===== src/rtl/md_issue_ctrl.sv =====
// HI/LO multiply/divide issue control: issues md ops combinationally in IDLE, tracks mult/div latency,
// and holds later md requests on a combinational stall while the unit is occupied.
module md_issue_ctrl #(
  parameter int MULT_LAT = 5,
  parameter int DIV_LAT  = 10,
  parameter int OP_W     = 4
) (
  input  logic            clk,
  input  logic            reset,
  input  logic            req_valid,
  input  logic [OP_W-1:0] req_op,
  input  logic [31:0]     req_a,
  input  logic [31:0]     req_b,
  input  logic            flush,
  output logic [OP_W-1:0] md_op,
  output logic [31:0]     md_a,
  output logic [31:0]     md_b,
  output logic            md_start,
  output logic            busy,
  output logic            stall,
  output logic [31:0]     stall_cnt
);

  localparam int MAX_LAT = (MULT_LAT > DIV_LAT) ? MULT_LAT : DIV_LAT;
  localparam int CNT_W   = $clog2(MAX_LAT + 1);

  localparam logic [OP_W-1:0] OP_NONE  = OP_W'(0);
  localparam logic [OP_W-1:0] OP_MULT  = OP_W'(1);
  localparam logic [OP_W-1:0] OP_MULTU = OP_W'(2);
  localparam logic [OP_W-1:0] OP_DIV   = OP_W'(3);
  localparam logic [OP_W-1:0] OP_DIVU  = OP_W'(4);
  localparam logic [OP_W-1:0] OP_MTLO  = OP_W'(5);
  localparam logic [OP_W-1:0] OP_MTHI  = OP_W'(6);
  localparam logic [OP_W-1:0] OP_MFLO  = OP_W'(7);
  localparam logic [OP_W-1:0] OP_MFHI  = OP_W'(8);
  localparam logic [OP_W-1:0] OP_MSUB  = OP_W'(9);

  typedef enum logic [1:0] {
    IDLE     = 2'd0,
    MUL_BUSY = 2'd1,
    DIV_BUSY = 2'd2
  } state_e;

  state_e             state_q, state_d;
  logic [CNT_W-1:0]   cnt_q, cnt_d;
  logic [31:0]        stall_cnt_q, stall_cnt_d;

  logic is_mul, is_div, is_long, is_wr, is_rd;
  logic act, idle, issue;

  always_comb begin
    is_mul  = (req_op == OP_MULT) || (req_op == OP_MULTU) || (req_op == OP_MSUB);
    is_div  = (req_op == OP_DIV)  || (req_op == OP_DIVU);
    is_wr   = (req_op == OP_MTLO) || (req_op == OP_MTHI);
    is_rd   = (req_op == OP_MFLO) || (req_op == OP_MFHI);
    is_long = is_mul || is_div;
    // A request presented during reset is dropped along with the state.
    act     = req_valid && !flush && !reset && (is_long || is_wr || is_rd);
    idle    = (state_q == IDLE);
    issue   = act && idle;
  end

  always_comb begin
    md_op    = OP_NONE;
    md_a     = '0;
    md_b     = '0;
    md_start = 1'b0;
    if (issue) begin
      md_op    = req_op;
      md_a     = req_a;
      md_b     = req_b;
      md_start = is_long;
    end
    stall     = act && !idle;
    busy      = !idle;
    stall_cnt = stall_cnt_q;
  end

  always_comb begin
    state_d     = state_q;
    cnt_d       = cnt_q;
    stall_cnt_d = stall_cnt_q + 32'(stall);
    case (state_q)
      IDLE: begin
        if (issue && is_mul) begin
          state_d = MUL_BUSY;
          cnt_d   = CNT_W'(MULT_LAT);
        end else if (issue && is_div) begin
          state_d = DIV_BUSY;
          cnt_d   = CNT_W'(DIV_LAT);
        end
      end
      MUL_BUSY, DIV_BUSY: begin
        // cnt==1 marks the last busy cycle; flush never cuts this short.
        if (cnt_q == CNT_W'(1)) begin
          state_d = IDLE;
          cnt_d   = '0;
        end else begin
          cnt_d = cnt_q - CNT_W'(1);
        end
      end
      default: begin
        state_d = IDLE;
        cnt_d   = '0;
      end
    endcase
  end

  always_ff @(posedge clk) begin
    if (reset) begin
      state_q     <= IDLE;
      cnt_q       <= '0;
      stall_cnt_q <= '0;
    end else begin
      state_q     <= state_d;
      cnt_q       <= cnt_d;
      stall_cnt_q <= stall_cnt_d;
    end
  end

endmodule


===== config.mk =====
export PLATFORM = sky130hd
export DESIGN_NAME = md_issue_ctrl
export DESIGN_NICKNAME = d
export VERILOG_FILES = /design/src/rtl/md_issue_ctrl.sv
export SDC_FILE = /design/constraint.sdc
export NUM_CORES = 1
export LEC_CHECK = 0
export ABC_CLOCK_PERIOD_IN_PS = 2300
export BUFFER_PORTS_ARGS = -buffer_cell sky130_fd_sc_hd__buf_2
export CORE_MARGIN = 2
export CORE_UTILIZATION = 38
export CTS_BUF_LIST = sky130_fd_sc_hd__clkbuf_4 sky130_fd_sc_hd__clkbuf_8
export DETAILED_ROUTE_END_ITERATION = 7
export PLACE_DENSITY = 0.79
export SLEW_MARGIN = 10
export SYNTH_ARGS = -nofsm -noshare
export SYNTH_HDL_FRONTEND = slang
export SYNTH_SLANG_ARGS = --single-unit

===== constraint.sdc =====
create_clock -name clk -period 2.3 [get_ports clk]
set_input_delay 0.115 -clock clk [delete_from_list [all_inputs] [get_ports clk]]
set_output_delay 0.115 -clock clk [all_outputs]
set_load 0.02 [all_outputs]

==> flow_metrics.env, run 1 <==
export IMPL_antenna_left=0
export IMPL_drt_iter0_drc=135
export IMPL_antenna_found_initial=1
export IMPL_rsz0062_at_grt="true"
export IMPL_cts_tree="yes"
export IMPL_p_switching_uw=692.2
export IMPL_power_mw=1.866
export IMPL_vdd_drop_max_mv=0.4891
export IMPL_final_common_cell="buf_2"
export IMPL_synth_cells=300
export IMPL_avgSynthCellArea_sq_um=7.983
export IMPL_dp_cells=535
export IMPL_grt_ovfl_total=0
export IMPL_clk_latency_ns=0.29
export IMPL_worstPathMaxFanout=7
export IMPL_syn_nets=379
export IMPL_syn_cell_area_sq_mm=0.002395
export IMPL_final_cell_mix="174 x buf_2, 71 x and3_1, 36 x dfxtp_1, 26 x nor2_1, 16 x nand2_1"
export IMPL_worst_setup_path_end_kind="flip-flop"
export IMPL_wl_per_cell_um=13.95
export IMPL_worstHoldPathType="in -> reg"
export IMPL_yosysSeqAreaShare_pct=31.77
export IMPL_start_util_pct=39.97
export IMPL_yosys_warnings=0
export IMPL_yosys_register_bits=38
export IMPL_clockRootBuffer="clkbuf_8"
export IMPL_fin_setup_tns_ns=0
export IMPL_swShare_pct=37.10
export IMPL_cts_sinks=38
export IMPL_die_width_um=83.39
export IMPL_synth_top_area_share_pct=31.77
export IMPL_dieArea_sq_mm=0.006953
export IMPL_clk_path_buf_depth=2
export IMPL_nNetsFinal=546
export IMPL_synthTopCellsByArea="dfxtp_1 32%, and3_1 19%, xnor2_1 4.4%"
export IMPL_routabilityCongestion=0.8804
export IMPL_post_place_ws_ns=0.04171
export IMPL_status="completed"
export IMPL_internal_power_mw=1.173
export IMPL_grt_max_degree=72
export IMPL_post_dp_hpwl_um=5892
export IMPL_drive_above_1_share_pct=46.25
export IMPL_arrival_ns=2.30
export IMPL_worstSetupPathType="reg -> reg"
export IMPL_yosysTopAreaCell="dfxtp_1"
export IMPL_htree_levels=2
export IMPL_cts_setup_buffers=0
export IMPL_clk_pin_slew_ns=0.07
export IMPL_vias=2858
export IMPL_cp_start_kind="flip-flop"
export IMPL_io_buffers=174
export IMPL_die_height_um=83.39
export IMPL_io_pins=175
export IMPL_cp_required_ns=2.52
export IMPL_synthFlopType="dfxtp_1"
export IMPL_setup_viol=0
export IMPL_area_delta_synth_final_pct=47.02
export IMPL_yosysUniqueCellTypes=45
export IMPL_first_global_vias=2691
export IMPL_via_per_inst=5.263
export IMPL_worst_slew_pin_slew_ns=0.4257
export IMPL_fillers=555
export IMPL_p_comb_share_pct=38.7
export IMPL_max_freq_mhz=480.7
export IMPL_synth_edff_count=0
export IMPL_pwr_share_seq_pct=38.6
export IMPL_leakage_nw=2.019
export IMPL_clock_skew_ns=0.006615
export IMPL_synthArstFlopShare_pct=0
export IMPL_pwr_density_cell_mw_per_mm2=529.9
export IMPL_final_setup_worst_slack_ns=0.2196
export IMPL_post_route_drc_count=0
export IMPL_drv_cap=0
export IMPL_grt_pass1_wl_um=12210
export IMPL_slew_viol_final=0
export IMPL_fin_crit_ns=2.080
export IMPL_rows=28
export IMPL_firstDrtPassIters=4
export IMPL_maxSlewHeadroom_pct=71.62
export IMPL_coreArea_sq_mm=0.005991
export IMPL_stdcell_count=543
export IMPL_hold_violations=0
export IMPL_wl_um=7573
export IMPL_period_share_pct=90.45
export IMPL_cts_inserted_buffers=5
export IMPL_clock_power_share_pct=22.7
export IMPL_grtUsageTotal_pct=20.92
## cells by family (layout without fill, tap and decap cells)
family / after synthesis / in the layout / share of synthesized area [%]
AND/OR/NAND/NOR: 174 / 174 / 41.80
flip-flops: 38 / 38 / 31.77
AO/OA/AOI/OAI: 28 / 28 / 7.941
buffers and inverters: 28 / 195 / 5.486
XOR/XNOR: 23 / 23 / 8.412
adder cells (fa/ha/maj): 7 / 7 / 3.657
multiplexers: 2 / 2 / 0.9404
other: 0 / 1 / 0
## power groups by stage
stage / registers [mW] / clock network (mW) / logic, mW
global route: 0.727 / 0.467 / 0.802
finish: 0.720 / 0.424 / 0.721
CTS: 0.719 / 0.438 / 0.719
floorplan: 0.730 / 0 / 0.556
global placement: 0.732 / 0 / 0.685
detailed placement: 0.734 / 0 / 0.715
## final timing paths
| kind | start | to | slack (ns) | cells past startpoint |
|---|---|---|---|---|
| worst min-delay path | reset | stall_cnt[26] | 0.37 | 3 |
| worst max register to register | state_q[0] | stall_cnt[15] | 0.22 | 8 |
| worst max-delay path | state_q[0] | stall_cnt[15] | 0.22 | 8 |
| worst min register to register | cnt_q[1] | cnt_q[1] | 0.47 | 2 |
## area by class of cell
cell class                 instances  area (sq um)  share of cell area [%]
antenna                            1         2.502                 0.07107
clock inverter                     2         10.01                  0.2843
clock buffer                       5         68.82                   1.955
timing repair buffer             182         934.6                   26.55
multi-input combinational        234          1625                   46.16
inverter                           6         22.52                  0.6397
tap                               75         93.84                   2.665
sequential                        38         763.2                   21.68
## cell usage after synthesis (all sizes together) (5+ instances only)
cell     n
and3    72
or3      6
dfxtp   38
o21ai    7
xnor2   12
ha       7
clkbuf  16
a21oi    8
inv      6
xor2    11
nand3   10
nand2   16
buf      5
nand4    6
nor2    26
nor3     9
## repair_timing
item,4_1_cts,5_1_grt
hold buffers,0,0
endpoints found under the setup margin,0,3
resized for setup,0,3
## metal layers
layer	vias to the layer above	wire length (um)	global-route usage (%)
li1	1401	-	-
met1	1326	3066	23.65
met2	118	3903	38.05
met3	13	446	3.976
met4	0	157	8.942
met5	-	0	0
## worst max-delay path: stages, from the launching register on
cell and delay [ns]:
dfxtp_2 0.34, inv_2 0.05, ha_4 0.16, nor4_4 0.26, ha_1 0.18, and2_1 0.21
nand4_1 0.28, or3_1 0.39, a21oi_1 0.14
## metrics by stage
| step | hold slack, ns | util [%] | cell area (sq um) |
|---|---|---|---|
| floorplan | 0.2917 | - | 2520 |
| global placement | 0.4546 | 57.18 | 3426 |
| detailed placement | 0.4602 | 57.18 | 3426 |
| CTS | 0.3551 | 58.50 | 3505 |
| global route | 0.3782 | 58.77 | 3521 |
| finish | 0.3662 | 58.77 | 3521 |
## registers in the layout (all words and copies together) (netlist names)
name,flops
stall_cnt,32
state_q,2
cnt_q,4
Note: power is estimated with default switching activity, not from simulation.
==> run 2, diff against run 1 <==
--- a/config.mk
+++ b/config.mk
@@ -8,10 +8,10 @@
 export ABC_CLOCK_PERIOD_IN_PS = 2300
 export BUFFER_PORTS_ARGS = -buffer_cell sky130_fd_sc_hd__buf_2
 export CORE_MARGIN = 2
-export CORE_UTILIZATION = 38
+export CORE_UTILIZATION = 33
 export CTS_BUF_LIST = sky130_fd_sc_hd__clkbuf_4 sky130_fd_sc_hd__clkbuf_8
 export DETAILED_ROUTE_END_ITERATION = 7
-export PLACE_DENSITY = 0.79
+export PLACE_DENSITY = 0.7
 export SLEW_MARGIN = 10
 export SYNTH_ARGS = -nofsm -noshare
 export SYNTH_HDL_FRONTEND = slang
==> run 2 against run 1 <==
  * Cell count increased by 4.2%
  * Hold slack lost 0.017 ns
  * Power is 1.6% higher
  * Global-route usage fell by 4.0 points
  * Clock power grew 10%
  * Combinational power is 2% lower
  * Critical path type unchanged
==> flow_metrics.env, run 2 (synthesized netlist as in run 1, its figures left out) <==
export IMPL_max_freq_mhz=473.7
export IMPL_final_common_cell="buf_2"
export IMPL_grt_pass1_wl_um=10870
export IMPL_drive_above_1_share_pct=46.25
export IMPL_cts_inserted_buffers=5
export IMPL_io_pins=175
export IMPL_fin_setup_tns_ns=0
export IMPL_cpMaxStageDelayCell="dfxtp_2"
export IMPL_min_path_cells=4
export IMPL_wl_per_cell_um=12.67
export IMPL_nNetsFinal=545
export IMPL_period_share_pct=91.78
export IMPL_critPathMaxStageDelay_ns=0.34
export IMPL_coreArea_sq_mm=0.007137
export IMPL_grt_most_used_layer="met2"
export IMPL_routabilityCongestion=0.8189
export IMPL_grtUsageTotal_pct=16.88
export IMPL_setup_viol=0
export IMPL_drv_cap=0
export IMPL_rsz0062_at_grt="false"
export IMPL_first_global_vias=2407
export IMPL_antenna_left=0
export IMPL_cts_tree="yes"
export IMPL_cp_required_ns=2.47
export IMPL_maxSlewHeadroom_pct=71.41
export IMPL_r2r_start="state_q[1]"
export IMPL_largest_register_ffs=32
export IMPL_pwr_density_cell_mw_per_mm2=530.9
export IMPL_post_dp_hpwl_um=5559
export IMPL_hold_path_endpoint="state_q[0]"
export IMPL_antenna_found_initial=0
export IMPL_r2r_end="stall_cnt[29]"
export IMPL_worstPathMaxFanout=5
export IMPL_rows=31
export IMPL_dp_cells=558
export IMPL_stdcell_count=566
export IMPL_antenna_diode_count=0
export IMPL_fin_crit_ns=2.111
export IMPL_cp_cell_sequence="inv_2 -> ha_4 -> nor4_4 -> ha_1 -> and2_2 -> nand4_1 -> nor3_4 -> nand3_1 -> mux2_2"
export IMPL_grt_ovfl_total=0
export IMPL_cp_start_kind="flip-flop"
export IMPL_cts_setup_buffers=0
export IMPL_start_util_pct=33.56
export IMPL_worst_setup_path_end_kind="flip-flop"
export IMPL_worst_slew_pin_slew_ns=0.4288
export IMPL_arrival_ns=2.29
export IMPL_io_buffers=174
export IMPL_holdWs_ns=0.3487
export IMPL_grt_use_met3_pct=3.693
export IMPL_finalInstanceArea_sq_mm=0.003572
export IMPL_drt_iter0_drc=130
export IMPL_vias=2729
export IMPL_wl_um=7169
export IMPL_cts_resized=0
export IMPL_die_width_um=89.19
export IMPL_use_met1_pct=19.93
export IMPL_clk_latency_ns=0.29
export IMPL_rrSetupSlack_ns=0.19
export IMPL_clk_path_buf_depth=2
export IMPL_firstDrtPassIters=4
export IMPL_post_route_drc_count=0
export IMPL_met2_usage_pct=31.38
export IMPL_final_setup_worst_slack_ns=0.1890
export IMPL_power_mw=1.896
export IMPL_post_place_ws_ns=-0.02951
export IMPL_hold_violations=0
export IMPL_htree_levels=2
export IMPL_vdd_drop_max_mv=0.2387
export IMPL_place_area_sq_mm=0.003461
export IMPL_clockRootBuffer="clkbuf_8"
export IMPL_area_delta_synth_final_pct=49.16
export IMPL_worstSetupPathType="reg -> reg"
export IMPL_via_per_inst=4.822
export IMPL_leakage_nw=2.037
export IMPL_rr_worst_depth=9
export IMPL_clock_skew_ns=0.006537
export IMPL_slew_viol_final=0
export IMPL_die_height_um=89.19
export IMPL_hold_start="req_op[2]"
export IMPL_final_cell_mix="174 x buf_2, 71 x and3_1, 36 x dfxtp_1, 26 x nor2_1, 16 x nand2_1"
export IMPL_fillers=696
export IMPL_worstHoldPathType="in -> reg"
export IMPL_fin_util_pct=50.05
export IMPL_status="completed"
export IMPL_clk_pin_slew_ns=0.07
export IMPL_grt_max_degree=72
export IMPL_cts_hold_buffers=0
export IMPL_cts_sinks=38
export IMPL_dieArea_sq_mm=0.007954
run 2: worst max-delay path by stage:
stage | slack (ns) | from | end
2_1_floorplan | -0.12 | state_q[0] | stall_cnt[29]
3_5_place_dp | -0.03 | reset | stall_cnt[21]
4_1_cts | 0.06 | state_q[0] | md_start
6_report | 0.19 | state_q[1] | stall_cnt[29]
5_1_grt | 0.02 | state_q[0] | stall_cnt[31]
3_3_place_gp | 0.07 | reset | stall_cnt[21]
run 2: area by class of cell:
cell class	instances	area [sq um]	share of cell area [%]
multi-input combinational	234	1628	45.57
inverter	6	22.52	0.6305
clock inverter	2	12.51	0.3503
sequential	38	763.2	21.37
timing repair buffer	181	939.7	26.30
tap	99	123.9	3.468
clock buffer	6	82.58	2.312
run 2: where the power goes:
part	internal [mW]	switching [mW]
sequential	0.694	0.0270
combinational	0.274	0.435
clock	0.241	0.226
total	1.21	0.688
run 2: critical path: cells and delay by family (launching register included):
family | cells | cell delay, ns
AND/OR/NAND/NOR | 5 | 0.98
adder cells (fa/ha/maj) | 2 | 0.36
flip-flops | 1 | 0.34
multiplexers | 1 | 0.28
buffers and inverters | 1 | 0.05
run 2: routing by layer:
metal / part of all wire [%] / vias to the layer above
met5: 0 / -
met4: 0.91 / 0
met3: 6.5 / 9
met2: 51 / 100
met1: 42 / 1226
li1: - / 1394
